## src/rtl/alu_pkg.sv

```systemverilog
// rtl/alu_pkg.sv - shared ALU types: widths, status flags, result entry, occupancy
package alu_pkg;

  localparam int DATA_W = 16;
  localparam int SEL_W  = 4;

  typedef struct packed {
    logic zero;
    logic neg;
    logic parity;
  } alu_flags_t;

  typedef struct packed {
    logic [DATA_W-1:0] result;
    logic [SEL_W-1:0]  sel;
    alu_flags_t        flags;
  } alu_entry_t;

  // Result stage occupancy: how many of the two entries hold valid data
  typedef enum logic [1:0] {
    OCC_EMPTY = 2'd0,
    OCC_ONE   = 2'd1,
    OCC_FULL  = 2'd2
  } alu_occ_t;

endpackage

```

## src/rtl/alu_flag_gen.sv

```systemverilog
// rtl/alu_flag_gen.sv - combinational zero/negative/parity flags for a logic unit result
module alu_flag_gen
  import alu_pkg::*;
(
  input  logic [DATA_W-1:0] result,
  output alu_flags_t        flags
);

  // Flags are pure functions of the result; parity is 1 for an odd number of ones
  always_comb begin
    flags        = '0;
    flags.zero   = (result == '0);
    flags.neg    = result[DATA_W-1];
    flags.parity = ^result;
  end

endmodule

```

## src/rtl/alu_result_stage.sv

```systemverilog
// rtl/alu_result_stage.sv - registered ALU output stage with 2-entry skid buffer and status flags
module alu_result_stage #(
  parameter int DATA_W = 16,
  parameter int SEL_W  = 4,
  parameter int CNT_W  = 8
) (
  input  logic              clk,
  input  logic              rst,
  input  logic              in_valid,
  output logic              in_ready,
  input  logic [DATA_W-1:0] in_result,
  input  logic [SEL_W-1:0]  in_sel,
  output logic              out_valid,
  input  logic              out_ready,
  output logic [DATA_W-1:0] out_result,
  output logic [SEL_W-1:0]  out_sel,
  output logic              out_zero,
  output logic              out_neg,
  output logic              out_parity,
  input  logic              clr_sticky,
  output logic              sticky_zero,
  output logic [CNT_W-1:0]  result_count
);

  import alu_pkg::*;

  alu_occ_t   occ_q, occ_d;
  alu_entry_t main_q, skid_q;
  alu_entry_t in_entry;
  alu_flags_t in_flags;
  logic       accept, drain;
  logic       load_main_in, load_main_skid, load_skid;

  // Flags are derived before registering so they always travel with their result
  alu_flag_gen u_flag_gen (
    .result (in_result),
    .flags  (in_flags)
  );

  assign in_entry = '{result: in_result, sel: in_sel, flags: in_flags};

  // in_ready comes straight from occupancy state, so there is no path from out_ready
  assign in_ready  = (occ_q != OCC_FULL);
  assign out_valid = (occ_q != OCC_EMPTY);
  assign accept    = in_valid && in_ready;
  assign drain     = out_valid && out_ready;

  assign out_result = main_q.result;
  assign out_sel    = main_q.sel;
  assign out_zero   = main_q.flags.zero;
  assign out_neg    = main_q.flags.neg;
  assign out_parity = main_q.flags.parity;

  // Occupancy next state and entry load selects
  always_comb begin
    occ_d          = occ_q;
    load_main_in   = 1'b0;
    load_main_skid = 1'b0;
    load_skid      = 1'b0;
    unique case (occ_q)
      OCC_EMPTY: begin
        if (accept) begin
          occ_d        = OCC_ONE;
          load_main_in = 1'b1;
        end
      end
      OCC_ONE: begin
        if (accept && drain) begin
          load_main_in = 1'b1;
        end else if (accept) begin
          occ_d     = OCC_FULL;
          load_skid = 1'b1;
        end else if (drain) begin
          occ_d = OCC_EMPTY;
        end
      end
      OCC_FULL: begin
        if (drain) begin
          occ_d          = OCC_ONE;
          load_main_skid = 1'b1;
        end
      end
      default: occ_d = OCC_EMPTY;
    endcase
  end

  // Occupancy state register
  always_ff @(posedge clk or posedge rst) begin
    if (rst) occ_q <= OCC_EMPTY;
    else     occ_q <= occ_d;
  end

  // Entry registers; a held main entry only changes on an explicit load
  always_ff @(posedge clk or posedge rst) begin
    if (rst) begin
      main_q <= '0;
      skid_q <= '0;
    end else begin
      if (load_main_in)        main_q <= in_entry;
      else if (load_main_skid) main_q <= skid_q;
      if (load_skid)           skid_q <= in_entry;
    end
  end

  // Sticky zero: a zero-result accept takes priority over a same-cycle clear
  always_ff @(posedge clk or posedge rst) begin
    if (rst)                                  sticky_zero <= 1'b0;
    else if (accept && (in_result == '0))     sticky_zero <= 1'b1;
    else if (clr_sticky)                      sticky_zero <= 1'b0;
  end

  // Accepted-result counter, wraps naturally at 2^CNT_W
  always_ff @(posedge clk or posedge rst) begin
    if (rst)         result_count <= '0;
    else if (accept) result_count <= result_count + CNT_W'(1);
  end

endmodule

```

## config.mk

```make
export PLATFORM = sky130hd
export DESIGN_NAME = alu_result_stage
export DESIGN_NICKNAME = d
export VERILOG_FILES = /design/src/rtl/alu_pkg.sv /design/src/rtl/alu_flag_gen.sv /design/src/rtl/alu_result_stage.sv
export SDC_FILE = /design/constraint.sdc
export NUM_CORES = 1
export LEC_CHECK = 0
export BUFFER_PORTS_ARGS = -buffer_cell sky130_fd_sc_hd__buf_4
export CAP_MARGIN = 25
export CORE_ASPECT_RATIO = 1.1
export CORE_MARGIN = 2
export CORE_UTILIZATION = 30
export CTS_BUF_LIST = sky130_fd_sc_hd__clkbuf_8
export DETAILED_ROUTE_END_ITERATION = 6
export PLACE_DENSITY_LB_ADDON = 0.2
export SYNTH_ARGS = -nofsm -noshare
export SYNTH_HDL_FRONTEND = slang
export SYNTH_SLANG_ARGS = --single-unit
```

## constraint.sdc

```tcl
create_clock -name clk -period 5.3 [get_ports clk]
set_clock_uncertainty 0.1 [all_clocks]
set_input_delay 0.795 -clock clk [delete_from_list [all_inputs] [get_ports clk]]
set_output_delay 0.795 -clock clk [all_outputs]
set_load 0.02 [all_outputs]
```

# == After elaboration in Yosys (flattened, before gate mapping) ==
# Index checks and enable logic that the tools add are counted.
# classes
bitwise_logic,0
addsub,1
shifts,0
n_reduce_logical,11
mul,0
div,0
order_cmp,0
n_eq_ne,7
n_mux,17
# ops
operator,n
$mux W23,2
$logic_not A16 Y1,1
$reduce_xor A16 Y1,1
$mux W2,5
$add A8 B1 Y8 const B,1
$mux W1,8
$ne A2 B2 Y1 const B,4
$pmux W2 S3,1
$reduce_bool A2 Y1,3
$logic_and A1 B1 Y1,4
$reduce_and A4 Y1,1
$ne A3 B3 Y1 const B,1
$eq A2 B1 Y1 const B,1
$eq A2 B2 Y1 const B,1
$logic_not A2 Y1,1
$pmux W1 S2,1
# totals
elab_cells,49
mem_bits_ro,0
memories,0
regBits,57
inputBits,25
latchBits,0
ramBits,0

# == Longest topological paths before layout ==
# depth
word_depth,6
mapped_depth,6

# == By module ==
# A second synthesis with hierarchy kept.
# hier_totals
hier_cells,213
hier_area_um2,2840.2
# modules_own_cells
mod,seq_area_each_um2,area_each_um2,cells_per_inst,instances
alu_result_stage,1426.4,2595.0,178,1
alu_flag_gen,0.0,245.2,35,1

# == Worst setup path after synthesis ==
# No wires, ideal clock.
# synth_timing
path_type,input port to flip-flop
startpoint,in in_result[6]
endpoint,reg main_q (netlist bit out_parity)
setup_ns,0.128
cell_stages,6
t_arrival_ns,1.657
t_required_ns,5.072
path_buffers,0
path_slack_ns,3.414
cell_sequence,inv_1 ha_1 xnor2_1 xnor2_1 xnor2_1 mux2i_1
# synth_via
elab_chain_cells,2
# synth_rtl
element,line,rtl
start: declaration,alu_result_stage.sv:11,"input logic [DATA_W-1:0] in_result,"
$reduce_xor A16 Y1,alu_flag_gen.sv:14,flags.parity = ^result;
$mux W23,alu_result_stage.sv:99,if (load_main_in) main_q <= in_entry;
end signal: assignment,alu_result_stage.sv:99,
end signal: assignment,alu_result_stage.sv:100,else if (load_main_skid) main_q <= skid_q;
end: declaration,alu_result_stage.sv:28,"alu_entry_t main_q, skid_q;"
# Every way passes these cells.
# A chain may end at the register's enable or synchronous reset.

# == Worst setup path after layout ==
# layout_timing
startpoint,reg occ_q[0]
endpoint,out out_valid
# layout_via
elab_chain_cells,1
# layout_rtl
element,line,rtl
start: declaration,alu_result_stage.sv:27,"alu_occ_t occ_q, occ_d;"
start signal: assignment,alu_result_stage.sv:89,if (rst) occ_q <= OCC_EMPTY;
start signal: assignment,alu_result_stage.sv:90,else occ_q <= occ_d;
$reduce_bool A2 Y1,alu_result_stage.sv:44,assign out_valid = (occ_q != OCC_EMPTY);
end: declaration,alu_result_stage.sv:13,"output logic out_valid,"
# Every way passes these cells.

==> results.json <==
{
  "synth_nets": 279,
  "synth_edf_count": 0,
  "ys_seq_area_share_pct": 52.5,
  "cts-resized-gates": 0,
  "drc_errors": 0,
  "grt_overflow": 0,
  "power_frac_comb_pct": 35.5,
  "gp_congestion": 0.695,
  "final_cells": 413,
  "tightestPinTransition_ps": 727,
  "crit_slowest_cell": "dfrtp_1",
  "ioPinCount": 59,
  "layout-drive-gt1-share_pct": 28.5,
  "crit_arrival_ps": 1230,
  "crit_fanout": 5,
  "ys_ff_latch": 55,
  "layout_common_cells": "buf_4 (60), dfrtp_1 (55), nand2_1 (42), nor2_1 (23)",
  "cp_cell_sequence": "or2_2, buf_4",
  "vias": 1844,
  "setup-tns-final_ps": 0,
  "dp_hpwl_mm": 3.77,
  "die_area_um2": 9510,
  "max_stage_delay_ps": 460,
  "antennaDiodeCount": 0,
  "hold_depth": 1,
  "placed_cell_area_um2": 3130,
  "ir_drop_v": 0.000211,
  "critPathLaunchType": "flip-flop",
  "synth.avg_cell_area_um2": 10.7,
  "yosys_warnings": 0,
  "rr_worst_depth": 3,
  "wl_mm": 5.40,
  "hold_class": "reg -> reg",
  "clkSlewWorstSetupHoldPaths_ps": 90,
  "start_util_pct": 31.0,
  "io_buffer_count": 58,
  "cts_buffers": 5,
  "drt_iter0_drc": 31,
  "worstHoldStart": "result_count[7]",
  "p_int_uw": 887,
  "fin_crit_ps": 2120,
  "post_cts_buffers": 0,
  "clkLatencyLatePin_ps": 310,
  "holdPathEnd": "result_count[7]",
  "maxCapViolations": 0,
  "postCtsHoldBufs": 0,
  "hold_viol": 0,
  "die_x_um": 93.2,
  "rows": 35,
  "power.total_mw": 1.35,
  "fin_crit_sh_pct": 40.0,
  "layout_commonest_cell": "buf_4",
  "ys.flop_type": "dfrtp_1",
  "clockRootBuffer": "clkbuf_8",
  "r2r-end": "skid_q[14]",
  "p_leak_nw": 1.56,
  "critPathCaptureType": "output port",
  "outcome": "completed",
  "slew_violations": 0,
  "dieHeight_um": 102,
  "clock-sinks": 55,
  "grt.total_usage_pct": 12.2,
  "viasPerCell": 4.46,
  "slew_headroom_pct": 51.5,
  "core-area_um2": 8450,
  "syn_area_um2": 2620,
  "cts-htree-levels": 2,
  "reg2reg_from": "occ_q[1]",
  "switching_share_pct": 34.5,
  "setup_viol": 0,
  "cts_tree": "yes",
  "ctsLongestPathBuffers": 2,
  "power.density_nw_per_um2": 422,
  "dp_cells": 405,
  "p_switching_uw": 468,
  "drtAntennaViolNets": 0,
  "fillers": 876,
  "design_area_um2": 3210,
  "antenna_found_initial": 0,
  "fmax_ghz": 0.471,
  "pre_cts_ws_ps": 2900,
  "firstDrtPassIters": 6,
  "wl_per_cell_um": 13.1,
  "synth_cell_types": 31,
  "syn_inst": 245,
  "syn_to_final_growth_pct": 22.3,
  "first_global_vias": 1829,
  "layout_setup_ws_ps": 3180,
  "grt_pass1_wl_mm": 9.21,
  "synth-async-reset-ratio_pct": 100,
  "cp.required_ps": 4410,
  "rsz0062_at_grt": "no",
  "seqPwrFrac_pct": 48.1,
  "p_clk_share_pct": 16.4,
  "nets": 335,
  "critPathKind": "reg -> out",
  "rrSetupSlack_ps": 3470,
  "grt_max_degree": 56
}
-- final cells by class --
cell class                      instances  area (um2)  area share, %
Sequential cell                        55        1380           42.9
Multi-Input combinational cell        160        1090           34.0
Timing Repair Buffer                   60         450           14.0
Tap cell                              111         139           4.33
Inverter                               19        71.3           2.22
Clock buffer                            5        68.8           2.14
Clock inverter                          3        12.5          0.390
-- critical path: cells and delay by family (launching register included) --
kind	cells	cell delay (ps)
buf+inv	1	160
simple gates	1	320
flops	1	460
-- worst max path at each step --
stage               startpoint          to  slack (ps)  cells after the start
detailed placement   out_ready  skid_q[21]        2900                      4
floorplan                  rst    occ_q[0]        3060                      1
global placement     out_ready  skid_q[20]        2900                      4
finish                occ_q[0]   out_valid        3180                      2
CTS                   occ_q[0]   out_valid        3150                      2
global route          occ_q[1]    in_ready        3120                      3
-- power by group through the flow --
stage               combinational (mW)  clock (mW)  sequential, mW
finish                           0.481       0.222           0.651
global route                     0.530       0.252           0.674
CTS                              0.490       0.235           0.652
detailed placement               0.491           0           0.659
global placement                 0.480           0           0.659
floorplan                        0.233           0           0.729
-- synthesized netlist by cell type, types with 2 or more instances --
cell type / instances / area share, %
or2_2: 2 / 0.48
mux2i_1: 4 / 1.5
buf_6: 4 / 1.7
nand2_1: 42 / 6.0
xnor2_1: 12 / 4.0
and3_1: 2 / 0.48
mux2_2: 3 / 1.3
dfrtp_1: 55 / 52
o22ai_1: 2 / 0.48
a31oi_1: 20 / 4.8
inv_1: 19 / 2.7
ha_1: 9 / 4.3
mux2_1: 10 / 4.3
a21oi_1: 4 / 0.76
nor2_1: 23 / 3.3
nand4_1: 2 / 0.48
xor2_1: 2 / 0.67
buf_4: 2 / 0.57
buf_2: 5 / 0.95
nand3_1: 5 / 0.95
mux2_4: 8 / 4.6
-- sequential cells by signal, summed over array words and instances, names as in the netlist --
| register | count |
|---|---|
| sticky_zero | 1 |
| skid_q | 22 |
| result_count | 8 |
| out_result | 15 |
| out_neg | 1 |
| out_parity | 1 |
| out_zero | 1 |
| out_sel | 4 |
| occ_q | 2 |
-- logic make-up (layout without fill, tap and decap cells) --
kind of cell	Yosys count	in the layout	share of synthesized area [%]
flops	55	55	52.5
xor+xnor	14	14	4.67
mux	25	25	11.7
compound gates	28	28	6.49
buf+inv	30	87	5.96
simple gates	84	84	14.4
fa+ha+maj	9	9	4.29
-- through the flow --
step	utilization [%]	hold slack, ps
2_1_floorplan	-	358
3_3_place_gp	37.0	365
3_5_place_dp	37.0	367
4_1_cts	38.0	385
5_1_grt	38.0	404
6_report	38.0	379
-- routing by layer --
layer	track usage (%)	up-vias	routed length [um]	share of wire (%)
met2	20.9	39	2640	49
met3	2.80	3	255	4.7
met1	15.8	886	2480	46
li1	-	916	-	-
met5	0	-	0	0
met4	3.05	0	30	0.56
No activity file was read; power rests on OpenSTA's default activity.
